## config.mk

```make
export PLATFORM = sky130hd
export DESIGN_NAME = logic_unit_arbiter
export DESIGN_NICKNAME = d
export VERILOG_FILES = /design/src/rtl/logic_unit_arbiter.sv
export SDC_FILE = /design/constraint.sdc
export NUM_CORES = 1
export LEC_CHECK = 0
export ABC_AREA = 1
export BUFFER_PORTS_ARGS = -buffer_cell sky130_fd_sc_hd__buf_4
export CAP_MARGIN = 30
export CELL_PAD_IN_SITES_DETAIL_PLACEMENT = 2
export CELL_PAD_IN_SITES_GLOBAL_PLACEMENT = 2
export CORE_ASPECT_RATIO = 0.7
export CORE_MARGIN = 3
export CORE_UTILIZATION = 23
export DETAILED_ROUTE_END_ITERATION = 16
export PLACE_DENSITY = 0.84
export SLEW_MARGIN = 10
export SYNTH_ARGS = -nofsm -noshare
export SYNTH_HDL_FRONTEND = slang
export SYNTH_SLANG_ARGS = --single-unit
```

## constraint.sdc

```tcl
create_clock -name clk -period 2.23 [get_ports clk]
set_clock_uncertainty 0.2 [all_clocks]
set_input_delay 0.3345 -clock clk [delete_from_list [all_inputs] [get_ports clk]]
set_output_delay 0.3345 -clock clk [all_outputs]
set_load 0.005 [all_outputs]
```

## src/rtl/logic_unit_arbiter.sv

```systemverilog
// Shared bitwise logic unit (AND/OR/XOR/NOR) serving NUM_REQ requesters with
// round-robin arbitration: a grant in IDLE, a compute cycle in EXEC, then the result is held in RESP.
//   state | meaning
//   IDLE  | search for a valid requester from rr_ptr and grant it combinationally
//   EXEC  | apply the latched op to the latched operands and register the result
//   RESP  | hold resp_valid/result/id until the consumer takes it
module logic_unit_arbiter #(
  parameter int NUM_REQ = 4,
  parameter int WIDTH   = 32
) (
  input  logic                       clk,
  input  logic                       reset_n,
  input  logic [NUM_REQ-1:0]         req_valid,
  output logic [NUM_REQ-1:0]         req_ready,
  input  logic [2*NUM_REQ-1:0]       req_op,
  input  logic [WIDTH*NUM_REQ-1:0]   req_a,
  input  logic [WIDTH*NUM_REQ-1:0]   req_b,
  output logic                       resp_valid,
  input  logic                       resp_ready,
  output logic [WIDTH-1:0]           resp_result,
  output logic [$clog2(NUM_REQ)-1:0] resp_id,
  output logic                       busy
);

  localparam int IDW = $clog2(NUM_REQ);

  typedef enum logic [1:0] {
    IDLE = 2'd0,
    EXEC = 2'd1,
    RESP = 2'd2
  } state_t;

  state_t           state_q, state_d;
  logic [IDW-1:0]   rr_ptr_q, rr_ptr_d;
  logic [WIDTH-1:0] a_q, a_d;
  logic [WIDTH-1:0] b_q, b_d;
  logic [1:0]       op_q, op_d;
  logic [IDW-1:0]   id_q, id_d;
  logic [WIDTH-1:0] result_q, result_d;
  logic [IDW-1:0]   resp_id_q, resp_id_d;
  logic             resp_valid_q, resp_valid_d;
  logic             busy_q, busy_d;

  logic             gnt_found;
  logic [IDW-1:0]   gnt_idx;
  int               scan;

  // Rotating priority search starting at rr_ptr, wrapping at NUM_REQ-1.
  always_comb begin
    gnt_found = 1'b0;
    gnt_idx   = '0;
    scan      = 0;
    for (int k = 0; k < NUM_REQ; k++) begin
      scan = int'(rr_ptr_q) + k;
      if (scan >= NUM_REQ) scan = scan - NUM_REQ;
      if (!gnt_found && req_valid[scan]) begin
        gnt_found = 1'b1;
        gnt_idx   = IDW'(scan);
      end
    end
  end

  always_ff @(posedge clk or negedge reset_n) begin
    if (!reset_n) begin
      state_q      <= IDLE;
      rr_ptr_q     <= '0;
      a_q          <= '0;
      b_q          <= '0;
      op_q         <= '0;
      id_q         <= '0;
      result_q     <= '0;
      resp_id_q    <= '0;
      resp_valid_q <= 1'b0;
      busy_q       <= 1'b0;
    end else begin
      state_q      <= state_d;
      rr_ptr_q     <= rr_ptr_d;
      a_q          <= a_d;
      b_q          <= b_d;
      op_q         <= op_d;
      id_q         <= id_d;
      result_q     <= result_d;
      resp_id_q    <= resp_id_d;
      resp_valid_q <= resp_valid_d;
      busy_q       <= busy_d;
    end
  end

  always_comb begin
    state_d   = state_q;
    rr_ptr_d  = rr_ptr_q;
    a_d       = a_q;
    b_d       = b_q;
    op_d      = op_q;
    id_d      = id_q;
    result_d  = result_q;
    resp_id_d = resp_id_q;
    case (state_q)
      IDLE: begin
        if (gnt_found) begin
          a_d      = req_a[int'(gnt_idx)*WIDTH +: WIDTH];
          b_d      = req_b[int'(gnt_idx)*WIDTH +: WIDTH];
          op_d     = req_op[2*int'(gnt_idx) +: 2];
          id_d     = gnt_idx;
          rr_ptr_d = (gnt_idx == IDW'(NUM_REQ-1)) ? '0 : gnt_idx + IDW'(1);
          state_d  = EXEC;
        end
      end
      EXEC: begin
        case (op_q)
          2'b00:   result_d = a_q & b_q;
          2'b01:   result_d = a_q | b_q;
          2'b10:   result_d = a_q ^ b_q;
          default: result_d = ~(a_q | b_q);
        endcase
        resp_id_d = id_q;
        state_d   = RESP;
      end
      RESP: begin
        if (resp_ready) state_d = IDLE;
      end
      default: state_d = IDLE;
    endcase
    resp_valid_d = (state_d == RESP);
    busy_d       = (state_d != IDLE);
  end

  // req_ready is the only combinational output; forced low while reset is asserted.
  always_comb begin
    req_ready = '0;
    if (reset_n && state_q == IDLE && gnt_found)
      req_ready = NUM_REQ'(1) << gnt_idx;
  end

  assign resp_valid  = resp_valid_q;
  assign resp_result = result_q;
  assign resp_id     = resp_id_q;
  assign busy        = busy_q;

endmodule
```

After elaboration in Yosys (flattened, before gate mapping):

Index checks and enable logic that the tools add are counted.

* add/subtract/negate cells: 8
* order comparisons: 8
* eq/ne operators: 6
* shifts and indexed selects: 4
* mux-type cells: 30
* bitwise gates (word level): 4
* reduce and logical (&&, ||, !) cells: 12

Operators by type and width (number)
* indexed part select 128 x 8 -> 32 bit: 2
* < comparator 32 x 4 -> 1 bit, second input constant: 4
* 2-to-1 mux 32 bit: 4
* case mux 32 bit (3 select lines): 1
* AND 32 bit: 1
* NOT 32 bit: 1
* OR 32 bit: 1
* bitwise XOR 32 bit: 1
* 2-to-1 mux 2 bit: 7
* 2-to-1 mux 1 bit: 12
* subtractor 3 x 3 -> 4 bit, second input constant: 3
* >= comparator 3 bit, second input constant: 3
* binary-select mux 1 bit (select 2 bit): 4
* == test 2 bit, second input constant: 4
* indexed part select 8 x 4 -> 2 bit: 1
* adder 2 x 2 -> 3 bit, second input constant: 2
* case mux 2 bit (3 select lines): 1
* logical AND 1 bit: 5
* == test 2 x 1 -> 1 bit, second input constant: 2
* zero test 2 bit: 2
* 2-to-1 mux 4 bit: 1
* << shifter 1 x 2 -> 4 bit, first input constant: 1
* subtractor 2 x 3 -> 4 bit, second input constant: 1
* adder 2 x 1 -> 3 bit, second input constant: 1
* other kinds (5): 7

* bits in registers: 108
* input bits: 271
* logic and storage cells: 82

Longest topological paths before layout:

* word-level depth: 18
* mapped depth: 17
* mapped depth without buffers: 14

Worst setup path before layout:

OpenSTA, ideal clock, no wires.

* path kind: register to output
* start: register rr_ptr_q[0]
* end: output port req_ready[0]
* arrival: 1.806 ns
* data required time: 1.696 ns
* setup slack: -0.110 ns
* stages on the path, launching flop included: 14
* buffers on the path: 3
* path through: dfrtp_1 buf_6 inv_4 nand2_1 nand3_1 nand2_2 inv_2 nand3_2 nand3_4 buf_4 buf_4 ha_1 inv_1 nor2_1

* cells in the longest elaborated chain, start to end: 17
* elaborated cells on any way between the ends: 44
* those cells by class: 7 x add/sub; 4 x order compare; 1 x shift; 25 x mux; 7 x reduce/logical

RTL lines
* start, declared: RTL line 34 `logic [IDW-1:0] rr_ptr_q, rr_ptr_d;`
* start signal, assigned: RTL line 77 `rr_ptr_q <= rr_ptr_d;`
* parallel branches: the longest is 16 deep, another holds subtractor 3 x 3 -> 4 bit
* 2-to-1 mux 4 bit (*): RTL line 131 `if (reset_n && state_q == IDLE && gnt_found)`
* end, declared: RTL line 14 `output logic [NUM_REQ-1:0] req_ready,`

Every way passes the cells marked *. The select of a mux whose other input is x is not followed.

Worst setup path in the final report:

* start: register rr_ptr_q[0]
* end: output port req_ready[2]

Same word-level chain as after synthesis.

==> results.ini <==
[clock_network]
clk_pin_slew_ns=0.08
cts_buffers=9
insertion_delay_ns=0.37
cts_root_buf=clkbuf_16
htreeDepth=3
cts.sinks=108
clock_path_buffers=2
cts_tree=yes

[grt]
grt_use_total=0.206
grt_pass1_vias=11600
antenna_found_initial=0
grt_pass1_wl_um=65300
overflow=0
grt_max_degree=109

[power_and_ir_drop]
vdd_drop_max_v=0.000856
powerDensity_mw_per_mm2=1940
p_leak_nw=7.40
power_mw=26.0

[logic_synthesis]
syn_area_mm2=0.00879
synthCells=1378
syn-num-nets=1717
ys_seq_elements=108
yosys-top-cells-area=dfrtp_1 (31%), nand2_1 (27%), ha_1 (9.7%)
synth_area_leader_cell=dfrtp_1
seq_area_frac_synth=0.308
synth_cell_types=29
yosysTopAreaCellShare=0.308
syn_area_per_cell_um2=6.38
yosys_warnings=0

[final_layout]
layout.cells.non_filler=2203
fillers=4390
diodes=0
syn_to_final_growth_pct=52.4
final_core_util=0.358
finalNetCount=2049
drive_gt1_frac=0.297
final_area_mm2=0.0134

[routing]
drt-pass1-iter-count=4
ant_nets=0
drt_iter0_drc=427
post_drt_wl_per_cell_um=19.7
vias=10400
wl_um=43300
drc=0
via_per_inst=4.74

[sta]
fin_hold_ws_ns=0.0705
setup_tns_ns=-30.76
relSlewSlack=0.547
rsz0062_at_grt=yes
worstMarginPinSlew_ns=0.680
setup_slack_ns=-0.594
fin_crit_sh=1.27
fin_crit_ns=2.82
clock.fmax_ghz=0.354
finalMaxSlewViolations=0
setup_viol=72
hold_violations=0

[floorplanning]
die_w_um=240
dieArea_mm2=0.0406
die_h_um=170
core_area_mm2=0.0374
io_pins=311
num_rows=59
start_util=0.235

[setup_path]
worstPathRequired_ns=1.70
cp-end-kind=output port
worst-endpoint-arrival_ns=2.29
crit_type=flip-flop to output port
worstSetupStartpointType=flip-flop
crit_fanout=8

[placement]
place_ws_ns=-0.432
place_inst=2147
dp_hpwl_um=30900
gp_congestion=0.763
placed_area_mm2=0.0121
numPortBuffers=310

[min_path]
hold_path_class=input pin to flip-flop

[outcome]
failed_checks=negative setup slack
status=complete, but fails checks

[job]
cap_violations=0

placed cells by master, fill, tap and decap left out, drive strengths merged:
cell type / synthesis / final
a221oi: 11 / 11
bufbuf: 0 / 2
dlygate4sd3: 0 / 1
nand4: 54 / 54
inv: 195 / 195
clkinv: 1 / 3
nand3b: 1 / 1
a21oi: 23 / 23
clkinvlp: 0 / 1
clkbuf: 36 / 16
buf: 50 / 400
ha: 68 / 68
o21bai: 1 / 1
o21ai: 36 / 36
nor2: 13 / 13
o311ai: 21 / 21
nand3: 104 / 104
nand2: 645 / 645
bufinv: 0 / 1
dfrtp: 108 / 108
o31ai: 11 / 11
area by class of cell:
class	count	area [µm²]	share of cell area
sequential	108	2710	0.202
multi-input combinational	988	5260	0.393
inverter	196	767	0.0573
clock buffer	12	256	0.0192
clock inverter	4	47.5	0.00355
tap	488	611	0.0456
timing repair buffer	407	3740	0.279
registers in the layout, indices dropped and copies added (netlist names):
register	count
a_q	32
b_q	32
busy	1
id_q	2
op_q	2
resp_id	2
resp_result	32
resp_valid	1
rr_ptr_q	2
state_q	2
repair_timing:
item                                    CTS  global route
endpoints found under the hold margin   108             0
hold buffers                              1             0
endpoints found under the setup margin   75            75
pin swaps                                34            20
cloned                                    8             4
buffers inserted                         20            10
gates resized for setup                  82            45
cell usage after synthesis (all sizes together):
| cell type | number |
|---|---|
| inv | 195 |
| nor2 | 13 |
| clkbuf | 36 |
| ha | 68 |
| buf | 50 |
| a21oi | 23 |
| dfrtp | 108 |
| nand2 | 645 |
| nand3 | 104 |
| o21bai | 1 |
| clkinv | 1 |
| o21ai | 36 |
| nand3b | 1 |
| o311ai | 21 |
| o31ai | 11 |
| a221oi | 11 |
| nand4 | 54 |
routing by layer:
| layer | track usage | wire length (µm) |
|---|---|---|
| met1 | 0.262 | 19100 |
| met2 | 0.364 | 22000 |
| met3 | 0.0447 | 1740 |
| met4 | 0.0355 | 450 |
| met5 | 0 | 0 |
power breakdown:
part	internal, mW	switching (mW)
Sequential	2.96	0.897
Clock	0.932	0.812
Combinational	8.59	11.8
worst max-delay path, cell delays in order (launching register included):
cell     delay, ns
dfrtp_2       0.44
buf_12        0.16
inv_16        0.09
buf_6         0.10
nand2_2       0.03
nand2_1       0.08
nand2_1       0.08
nand2_1       0.09
nand2_2       0.09
nand2_2       0.10
nand2_4       0.06
nand3_4       0.12
buf_12        0.14
ha_4          0.12
inv_2         0.03
nor2_2        0.08
buf_4         0.11
worst paths after layout:
check                                       startpoint                           to  slack [ns]  cells after the start
setup / recovery               rr_ptr_q[0]$_DFFE_PN0P_                 req_ready[2]       -0.59                     16
setup reg to reg               rr_ptr_q[0]$_DFFE_PN0P_           a_q[2]$_DFFE_PN0P_       -0.52                     19
max in group asynchronous                      reset_n  resp_result[11]$_DFFE_PN0P_        0.88                      3
hold reg to reg            resp_result[27]$_DFFE_PN0P_  resp_result[27]$_DFFE_PN0P_        0.29                      2
hold / removal                               req_a[37]           a_q[5]$_DFFE_PN0P_        0.07                      5
min in group asynchronous                      reset_n          a_q[30]$_DFFE_PN0P_        0.42                      3
logic make-up after synthesis:
group	after synthesis	synth area share
simple gates	817	0.385
fa+ha+maj	68	0.0968
flops	108	0.308
compound gates	103	0.0757
buf+inv	282	0.135
Note: power is estimated with default switching activity, not from simulation.
